--- src/rtl/network_mac_pipe.sv ---
// network_mac_pipe
//   Pipelined signed multiply-accumulate with a valid/ready stream interface.
//   Each accepted beat is registered, multiplied, and then accumulated.
//   A beat with `first` loads the accumulator. Any other beat adds to it.
//   A beat with `last` produces one rounded, shifted and narrowed result.
//
//   The stage valid bits form one shift register:
//     vld_pipe[0]            : input register (operands + flags)
//     vld_pipe[1..MS-1]      : product registers
//     vld_pipe[MS]           : accumulator holds a finished (last) sum
//   followed by the output register (out_valid/dout/sat).
//   Latency: a last beat taken at edge 1 shows out_valid after edge MS+2.
//
//   The whole pipe advances only on adv = ce & ~(out_valid & ~out_ready).
//   As a result, a held result stalls everything behind it and nothing is dropped.
//
// Optional feature macro: NETWORK_MAC_SAT_EN
//   defined   : clip to the OUT_W signed range and flag sat
//   undefined : keep the low OUT_W bits, sat stays 0
//
// Ports
//   clk, reset           : clock, synchronous active-high reset
//   ce                   : global clock enable
//   in_valid/in_ready    : input handshake; din0, din1, first, last ride with it
//   out_valid/out_ready  : output handshake; dout, sat ride with it
//
// Parameter constraints: MUL_STAGES >= 2, ACC_W >= A_W+B_W, ACC_W >= OUT_W.
module network_mac_pipe #(
  parameter int A_W        = 16,
  parameter int B_W        = 16,
  parameter int ACC_W      = 40,
  parameter int OUT_W      = 16,
  parameter int FRAC_SHIFT = 0,
  parameter int MUL_STAGES = 2
) (
  input  logic                    clk,
  input  logic                    reset,
  input  logic                    ce,
  input  logic                    in_valid,
  output logic                    in_ready,
  input  logic signed [A_W-1:0]   din0,
  input  logic signed [B_W-1:0]   din1,
  input  logic                    first,
  input  logic                    last,
  output logic                    out_valid,
  input  logic                    out_ready,
  output logic signed [OUT_W-1:0] dout,
  output logic                    sat
);

  localparam int P_W  = A_W + B_W;
  localparam int SH_W = ACC_W + 1;   // one guard bit so the rounding add cannot wrap
  localparam int MS   = MUL_STAGES;

  // Half an output LSB. (1<<F)>>1 is zero when F==0, so no rounding then.
  localparam logic signed [SH_W-1:0] RND = (SH_W'(1) << FRAC_SHIFT) >> 1;

  logic adv;
  assign adv      = ce & ~(out_valid & ~out_ready);
  assign in_ready = adv & ~reset;

  // ---------------- pipeline state ----------------
  logic [MS:0]                 vld_pipe;
  logic [MS-1:0]               fst_pipe;
  logic [MS-1:0]               lst_pipe;
  logic signed [A_W-1:0]       a_q;
  logic signed [B_W-1:0]       b_q;
  logic [MS-1:1][P_W-1:0]      prod_pipe;
  logic signed [ACC_W-1:0]     acc;

  // ---------------- multiply ----------------
  logic signed [P_W-1:0] a_x, b_x, prod0;
  assign a_x   = P_W'(a_q);
  assign b_x   = P_W'(b_q);
  assign prod0 = a_x * b_x;

  logic signed [P_W-1:0]   prod_last;
  logic signed [ACC_W-1:0] prod_ext;
  assign prod_last = $signed(prod_pipe[MS-1]);
  assign prod_ext  = ACC_W'(prod_last);

  // ---------------- round / shift / narrow ----------------
  logic signed [SH_W-1:0]  acc_x, sum_r, shf;
  logic signed [OUT_W-1:0] nar;
  logic                    nsat;

  assign acc_x = {acc[ACC_W-1], acc};
  assign sum_r = acc_x + RND;
  assign shf   = sum_r >>> FRAC_SHIFT;

`ifdef NETWORK_MAC_SAT_EN
  localparam logic signed [OUT_W-1:0] OUT_MAX = {1'b0, {(OUT_W-1){1'b1}}};
  localparam logic signed [OUT_W-1:0] OUT_MIN = {1'b1, {(OUT_W-1){1'b0}}};
  logic in_range;
  // The value fits when every bit from the OUT_W sign bit upward matches.
  assign in_range = (&shf[SH_W-1:OUT_W-1]) | ~(|shf[SH_W-1:OUT_W-1]);
  always_comb begin
    nar  = shf[OUT_W-1:0];
    nsat = 1'b0;
    if (!in_range) begin
      nar  = shf[SH_W-1] ? OUT_MIN : OUT_MAX;
      nsat = 1'b1;
    end
  end
`else
  logic unused_hi;
  assign unused_hi = ^shf[SH_W-1:OUT_W];
  assign nar       = shf[OUT_W-1:0];
  assign nsat      = 1'b0;
`endif

  // ---------------- sequential ----------------
  always_ff @(posedge clk) begin
    if (reset) begin
      vld_pipe  <= '0;
      fst_pipe  <= '0;
      lst_pipe  <= '0;
      a_q       <= '0;
      b_q       <= '0;
      prod_pipe <= '0;
      acc       <= '0;
      out_valid <= 1'b0;
      dout      <= '0;
      sat       <= 1'b0;
    end else if (adv) begin
      // input register
      vld_pipe[0] <= in_valid;
      fst_pipe[0] <= first;
      lst_pipe[0] <= last;
      a_q         <= din0;
      b_q         <= din1;

      // first product register
      vld_pipe[1]  <= vld_pipe[0];
      fst_pipe[1]  <= fst_pipe[0];
      lst_pipe[1]  <= lst_pipe[0];
      prod_pipe[1] <= prod0;

      // extra product delay stages (none when MUL_STAGES == 2)
      for (int i = 2; i < MS; i++) begin
        vld_pipe[i]  <= vld_pipe[i-1];
        fst_pipe[i]  <= fst_pipe[i-1];
        lst_pipe[i]  <= lst_pipe[i-1];
        prod_pipe[i] <= prod_pipe[i-1];
      end

      // Accumulator. Its value is kept after a last beat, so a later
      // flagless beat continues from it.
      if (vld_pipe[MS-1])
        acc <= fst_pipe[MS-1] ? prod_ext : acc + prod_ext;
      vld_pipe[MS] <= vld_pipe[MS-1] & lst_pipe[MS-1];

      // output register; dout/sat only change when a new result lands
      out_valid <= vld_pipe[MS];
      if (vld_pipe[MS]) begin
        dout <= nar;
        sat  <= nsat;
      end
    end
  end

endmodule

--- config.mk ---
export PLATFORM = sky130hd
export DESIGN_NAME = network_mac_pipe
export DESIGN_NICKNAME = d
export VERILOG_FILES = /design/src/rtl/network_mac_pipe.sv
export SDC_FILE = /design/constraint.sdc
export NUM_CORES = 1
export LEC_CHECK = 0
export ABC_CLOCK_PERIOD_IN_PS = 6700
export BUFFER_PORTS_ARGS = -buffer_cell sky130_fd_sc_hd__buf_2
export CAP_MARGIN = 0
export CORE_ASPECT_RATIO = 2
export CORE_MARGIN = 2
export CORE_UTILIZATION = 40
export DETAILED_ROUTE_END_ITERATION = 10
export HOLD_SLACK_MARGIN = 0.12
export PLACE_DENSITY = 0.62
export SKIP_CTS_REPAIR_TIMING = 1
export SLEW_MARGIN = 25
export SYNTH_ARGS = -nofsm -noshare
export SYNTH_HDL_FRONTEND = slang
export SYNTH_SLANG_ARGS = --single-unit
--- constraint.sdc ---
create_clock -name clk -period 6.7 [get_ports clk]
set_input_delay 0.67 -clock clk [delete_from_list [all_inputs] [get_ports clk]]
set_output_delay 0.67 -clock clk [all_outputs]
set_load 0.01 [all_outputs]
== After elaboration in Yosys (flattened, before gate mapping) ==
Cells that the tools add are included.

* Logic and storage cells: 21
* Output and inout port bits: 19
* Input bits: 39
* Flip-flop bits (word level): 128

* Reduce and logical (&&, ||, !) cells: 2
* Add/subtract/negate cells: 1
* Multipliers: 1
* Muxes and demuxes: 1
* Bitwise operators: 7

{| class="wikitable"
|+ Operators by type and width
! operator !! count
|-
| adder 40 x 32 -> 40 bit || 1
|-
| 2-to-1 mux 40 bit || 1
|-
| multiplier 16 x 16 -> 32 bit || 1
|-
| AND 1 bit || 4
|-
| AND reduction 2 bit || 2
|-
| NOT 1 bit || 3
|}

== Longest topological paths before layout ==
Gate-level depths: netlist of run 1.

* Word-level depth: 5
* Mapped depth: 22
* Depth with buffers taken out: 21

== Worst setup path before layout of run 1 ==
OpenSTA, ideal clock, no wires.

* Kind: flip-flop to flip-flop
* Start point: register a_q[5]
* End point: register prod_pipe, in the netlist prod_last[15]
* Data required time: 6.582 ns
* Cell stages (with the launch flop): 21
* Path slack: 1.331 ns
* Buffers on the path: 1
* Period minus slack after synthesis: 5.369 ns
* Arrival: 5.251 ns
* Library setup time: 0.118 ns
* Cells stage by stage: dfxtp_1 clkbuf_1 and2_1 fa_1 inv_1 fa_1 fa_1 fa_1 inv_1 fa_1 inv_1 fa_1 inv_1 ha_1 a21o_1 a21o_1 a41o_1 a21o_1 a21oi_1 xnor2_1 o21ai_1

* Longest elaborated chain between the ends: 1

{| class="wikitable"
|+ Ends and longest elaborated chain
! what !! line !! text
|-
| start, declared || 66 || <nowiki>logic signed [A_W-1:0] a_q;</nowiki>
|-
| start signal, assigned || 130 || <nowiki>a_q <= din0;</nowiki>
|-
| multiplier 16 x 16 -> 32 bit || 75 || <nowiki>assign prod0 = a_x * b_x;</nowiki>
|-
| end signal, assigned by index || 144 || <nowiki>prod_pipe[i] <= prod_pipe[i-1];</nowiki>
|-
| end, declared || 68 || <nowiki>logic [MS-1:1][P_W-1:0] prod_pipe;</nowiki>
|}

Every way passes these cells.
A chain may end at the register's enable or synchronous reset.

== Worst setup path after layout of run 1 ==
Same ends and word-level chain as after synthesis.

==> results.sh, run 1 <==
export IMPL_yosysTopAreaCellShare_pct=21.88
export IMPL_slew_viol_final=0
export IMPL_clock_path_buffers=2
export IMPL_die_width_um=104.3
export IMPL_ys_ff_latch=88
export IMPL_drc_errors=0
export IMPL_powerDensity_nw_per_um2=153.7
export IMPL_synth_seq_area_share_pct=21.88
export IMPL_synth_nets=1195
export IMPL_slew_headroom_pct=43.32
export IMPL_drive_gt1_share_pct=8.358
export IMPL_nNetsFinal=1219
export IMPL_total_power_mw=1.356
export IMPL_period_share_pct=84.74
export IMPL_min_period_ns=5.677
export IMPL_use_met3_pct=2.991
export IMPL_htree_levels=3
export IMPL_synth_cell_types=51
export IMPL_met2_usage_pct=42.23
export IMPL_fin_util_pct=44.50
export IMPL_gp_congestion=0.9062
export IMPL_crit_arrival_ns=5.92
export IMPL_dieArea_sq_um=21350
export IMPL_ys_warn_count=0
export IMPL_setup_tns_ns=0
export IMPL_syn_inst=1000
export IMPL_synth_avg_cell_area_sq_um=8.050
export IMPL_drtAntennaViolNets=0
export IMPL_grt_usage_pct=21.49
export IMPL_instances_no_fill=1291
export IMPL_synth_edf_count=0
export IMPL_tritoncts="yes"
export IMPL_cts_sinks=88
export IMPL_synthTopCellsByArea="dfxtp_1 22%, fa_1 20%, ha_1 12%, nand2_1 10%, inv_1 6.2%"
export IMPL_fillers=2004
export IMPL_peakVddDrop_mv=0.1689
export IMPL_grt_max_degree=64
export IMPL_worstPathRequired_ns=6.95
export IMPL_final_hold_viol_count=0
export IMPL_tightest_slew_ns=0.8502
export IMPL_setup_viol=0
export IMPL_rows=73
export IMPL_syn2layout_area_growth_pct=9.559
export IMPL_clk_pin_slew_worst_paths_ns=0.07
export IMPL_grt_busiest_layer="met2"
export IMPL_fp_dieH_um=204.6
export IMPL_final_common_cell="nand2_1"
export IMPL_hold_path_class="reg -> reg"
export IMPL_clkLatencyLatePin_ns=0.36
export IMPL_multi_input_area_sq_um=5587
export IMPL_syn_area_sq_um=8050
export IMPL_layout_common_cells="221 x nand2_1, 134 x inv_1, 88 x a21oi_1, 88 x dfxtp_1, 80 x fa_1"
export IMPL_finClkSkew_ns=0.009928
export IMPL_leakage_nw=4.033
export IMPL_grt_pass1_wl_mm=35.37
export IMPL_hpwl_mm=17.24
export IMPL_status="finished clean"
export IMPL_port_buffers=56
export IMPL_clock_fmax_ghz=0.1761
export IMPL_critPathKind="reg -> reg"
export IMPL_async_reset_ff_share_pct=0
export IMPL_crit_fanout=12
export IMPL_drt_iter0_drc=241
export IMPL_use_met1_pct=20.50
export IMPL_startpoint_type="flip-flop"
export IMPL_drtPass1Iterations=5
export IMPL_grt_pass1_vias=7013
export IMPL_overflow=0
export IMPL_grt_antenna_before_repair=0
export IMPL_start_util_pct=40.62
export IMPL_cts_made_buffers=9
export IMPL_maxCapViolCount=0
export IMPL_io_pins=58
export IMPL_dp_cells=1275
export IMPL_routed_wl_mm=21.77
export IMPL_vias_per_cell=5.107
export IMPL_rsz0062_at_grt="false"
export IMPL_vias=6593
export IMPL_synth_top_cell_by_area="dfxtp_1"
export IMPL_synth_top_flop_cell="dfxtp_1"
export IMPL_ctsRootBufferMaster="clkbuf_16"
export IMPL_antenna_cells=0
export IMPL_wl_per_cell_um=16.86
export IMPL_seqCellArea_sq_um=1762
export IMPL_coreArea_sq_um=19820
export IMPL_worstSetupEndpointType="flip-flop"
[synth_stat cells, types with 3 or more instances]
library cell  number
a21o_1             8
o21a_1            13
nand3_1            9
and3_1             3
o31ai_1            3
o21ai_1            3
o211ai_1           3
xnor2_1           33
a21oi_1           88
inv_1            134
clkbuf_1          36
nor2b_1            4
o311ai_0           4
o21ai_0           22
xor2_1             8
and2_1            64
nor3_1            15
dfxtp_1           88
buf_1              8
buf_4              5
a211oi_2           4
fa_1              80
a211oi_1           7
nand2_1          221
nor2_1            27
ha_1              76
a31oi_1            6
[worst paths after layout]
check	from	cells past startpoint	endpoint	slack, ns
worst max-delay path	a_q[5]	19	prod_last[15]	1.02
worst min-delay path	dout[5]	2	dout[5]	0.45
worst max register to register	a_q[5]	19	prod_last[15]	1.02
worst min register to register	dout[5]	2	dout[5]	0.45
[through the flow]
stage | cell area (sq um) | worst slack (ns) | hold WS (ns)
3_3_place_gp | 8516 | 1.068 | 0.4413
4_1_cts | 8820 | 0.9888 | 0.4571
2_1_floorplan | 8050 | 1.331 | 0.4321
3_5_place_dp | 8516 | 1.010 | 0.4457
5_1_grt | 8820 | 0.7863 | 0.4750
6_report | 8820 | 1.023 | 0.4529
[cell families after synthesis]
group,Yosys count,share of synthesized area [%]
AOI/OAI and AO/OA,175,13.26
adders and majority gates,156,31.71
xor gates and xnor gates,42,4.740
DFF,88,21.88
buffers and inverters,185,8.875
muxes,1,0.1243
other,1,0.04658
and+or+nand+nor,352,19.37
[worst max-delay path, cell delays in order, from the launching register on]
cell     delay, ns
dfxtp_1       0.45
and2_1        0.25
fa_1          0.54
inv_1         0.06
fa_1          0.59
fa_1          0.45
fa_1          0.51
inv_1         0.06
fa_1          0.53
inv_1         0.06
fa_1          0.53
inv_1         0.04
ha_1          0.34
a21o_1        0.17
a21o_1        0.17
a41o_1        0.23
a21o_1        0.18
a21oi_1       0.20
xnor2_1       0.14
o21ai_1       0.07
[report_power, final]
group	internal (mW)	leakage, nW	switching [mW]
Sequential	0.544	0.717	0.0381
Combinational	0.100	3.17	0.147
Clock	0.293	0.144	0.234
[area by class of cell]
class | instances | share of cell area [%]
timing repair buffer | 63 | 3.774
clock buffer | 9 | 2.554
tap | 262 | 3.717
clock inverter | 7 | 0.8937
multi-input combinational | 727 | 63.34
sequential | 88 | 19.97
inverter | 135 | 5.745
[routing by layer]
metal / vias to the layer above / share of wire [%]
met2: 139 / 57
li1: 3239 / -
met3: 59 / 3.2
met4: 0 / 5.9
met1: 3156 / 34
met5: - / 0
[state kept, by name (all words and copies together), names as in the netlist]
name       cells
vld_pipe       3
fst_pipe       2
a_q           16
b_q           16
lst_pipe       2
dout          16
prod_last     16
out_valid      1
acc           16
Note: power is estimated with default switching activity, not from simulation.
==> inputs of run 2 (changes only) <==
ABC_CLOCK_PERIOD_IN_PS = 5300   (was 6700)
clock period = 5.3 ns   (was 6.7 ns; I/O delays follow)
==> results.sh, run 2 (synthesis results as in run 1) <==
export IMPL_status="finished clean"
export IMPL_antenna_cells=0
export IMPL_grt_pass1_wl_mm=35.70
export IMPL_setup_viol=0
export IMPL_overflow=0
export IMPL_crit_top_cell="fa_1"
export IMPL_maxCapViolCount=0
export IMPL_clkLatencyLatePin_ns=0.36
export IMPL_slew_headroom_pct=42.02
export IMPL_ctsRootBufferMaster="clkbuf_16"
export IMPL_slew_viol_final=0
export IMPL_dp_cells=1313
export IMPL_hold_path_class="in -> reg"
export IMPL_postLayoutCellArea_sq_um=9239
export IMPL_grt_antenna_before_repair=0
export IMPL_clk_pin_slew_worst_paths_ns=0.08
export IMPL_dieArea_sq_um=21350
export IMPL_finClkSkew_ns=0.01444
export IMPL_critPathKind="reg -> reg"
export IMPL_io_pins=58
export IMPL_tritoncts="yes"
export IMPL_worstSetupEndpointType="flip-flop"
export IMPL_drive_gt1_share_pct=14.34
export IMPL_rows=73
export IMPL_final_hold_viol_count=0
export IMPL_drc_errors=0
export IMPL_syn2layout_area_growth_pct=14.77
export IMPL_crit_arrival_ns=5.37
export IMPL_drtPass1Iterations=5
export IMPL_rsz0062_at_grt="true"
export IMPL_grt_usage_pct=21.35
export IMPL_cts_made_buffers=9
export IMPL_hpwl_mm=17.56
export IMPL_fp_dieH_um=204.6
export IMPL_gp_congestion=0.9272
export IMPL_critPathMaxStageDelay_ns=0.59
export IMPL_fillers=1997
export IMPL_drtAntennaViolNets=0
export IMPL_port_buffers=56
export IMPL_cp_slowest_cell="fa_1"
export IMPL_period_share_pct=96.61
export IMPL_die_width_um=104.3
export IMPL_wl_per_cell_um=16.36
export IMPL_cts_sinks=88
export IMPL_drt_iter0_drc=248
export IMPL_final_common_cell="nand2_1"
export IMPL_vias_per_cell=5.114
export IMPL_peakVddDrop_mv=0.2216
export IMPL_coreArea_sq_um=19820
export IMPL_min_period_ns=5.120
export IMPL_crit_fanout=9
export IMPL_cp_top_family="adder cells"
export IMPL_path_cells="buf_6, nand2_1, fa_1, fa_1, fa_2, fa_1, inv_1, fa_1, inv_2, fa_1, inv_2, ha_4, a21o_1, a21o_1, a41o_1, a21o_1, a21oi_2, xnor2_2, o21ai_1"
export IMPL_tightest_slew_ns=0.8664
export IMPL_routed_wl_mm=21.74
export IMPL_clock_path_buffers=2
export IMPL_htree_levels=3
export IMPL_setup_tns_ns=0
export IMPL_vias=6796
export IMPL_startpoint_type="flip-flop"
export IMPL_leakage_nw=4.249
export IMPL_instances_no_fill=1329
export IMPL_worstPathBufferInverterCount=4
export IMPL_clock_fmax_ghz=0.1953
export IMPL_nNetsFinal=1257
export IMPL_grt_max_degree=69
export IMPL_layout_common_cells="221 x nand2_1, 131 x inv_1, 86 x a21oi_1"
export IMPL_worstPathRequired_ns=5.55
export IMPL_powerDensity_nw_per_um2=190.4
export IMPL_placed_area_sq_um=8838
export IMPL_grt_pass1_vias=7165
export IMPL_start_util_pct=40.62
## run 2: final timing paths
path               start             to  slack (ns)  depth (start not counted)
max               b_q[5]  prod_last[15]        0.18                         19
min              din0[4]         a_q[4]        0.40                          3
max reg2reg       b_q[5]  prod_last[15]        0.18                         19
min reg2reg  fst_pipe[0]    fst_pipe[1]        0.45                          2
## run 2: stage by stage
stage / worst slack, ns / hold slack (ns) / total power, mW / util, %
after floorplan: 0.03683 / 0.4321 / 0.9586 / -
after global placement: 0.0005920 / 0.4404 / 1.099 / 44.59
after detailed placement: -0.01496 / 0.4463 / 1.101 / 44.59
after CTS: -0.03974 / 0.3973 / 1.763 / 46.09
after global routing: -0.009471 / 0.4107 / 1.841 / 46.61
final: 0.1797 / 0.4004 / 1.759 / 46.61
## run 2: layout make-up
type                    instances  area, sq um  share of cell area [%]
multi-input cells             727         5669                   61.36
inverters                     135        506.7                   5.485
well taps                     262        327.8                   3.548
clock buffers                  10        229.0                   2.478
flip-flops and latches         88         1784                   19.31
clock inverters                 6        67.56                  0.7313
repair buffers                101        654.4                   7.083
## run 2: routing by layer
layer | share of wire [%] | up-vias | track usage, %
met1 | 35 | 3312 | 20.82
met3 | 2.5 | 48 | 2.609
met4 | 4.9 | 0 | 11.53
met2 | 57 | 125 | 42.55
li1 | - | 3311 | -
met5 | 0 | - | 0
## run 2: power by group
part           total (mW)  internal (mW)  switching (mW)
combinational       0.377          0.162           0.215
sequential          0.722          0.688          0.0337
clock               0.660          0.367           0.293
## run 2: worst min-delay path: stages
cell and delay [ns]:
buf_2 0.10, nand2_1 0.05, a21oi_1 0.05
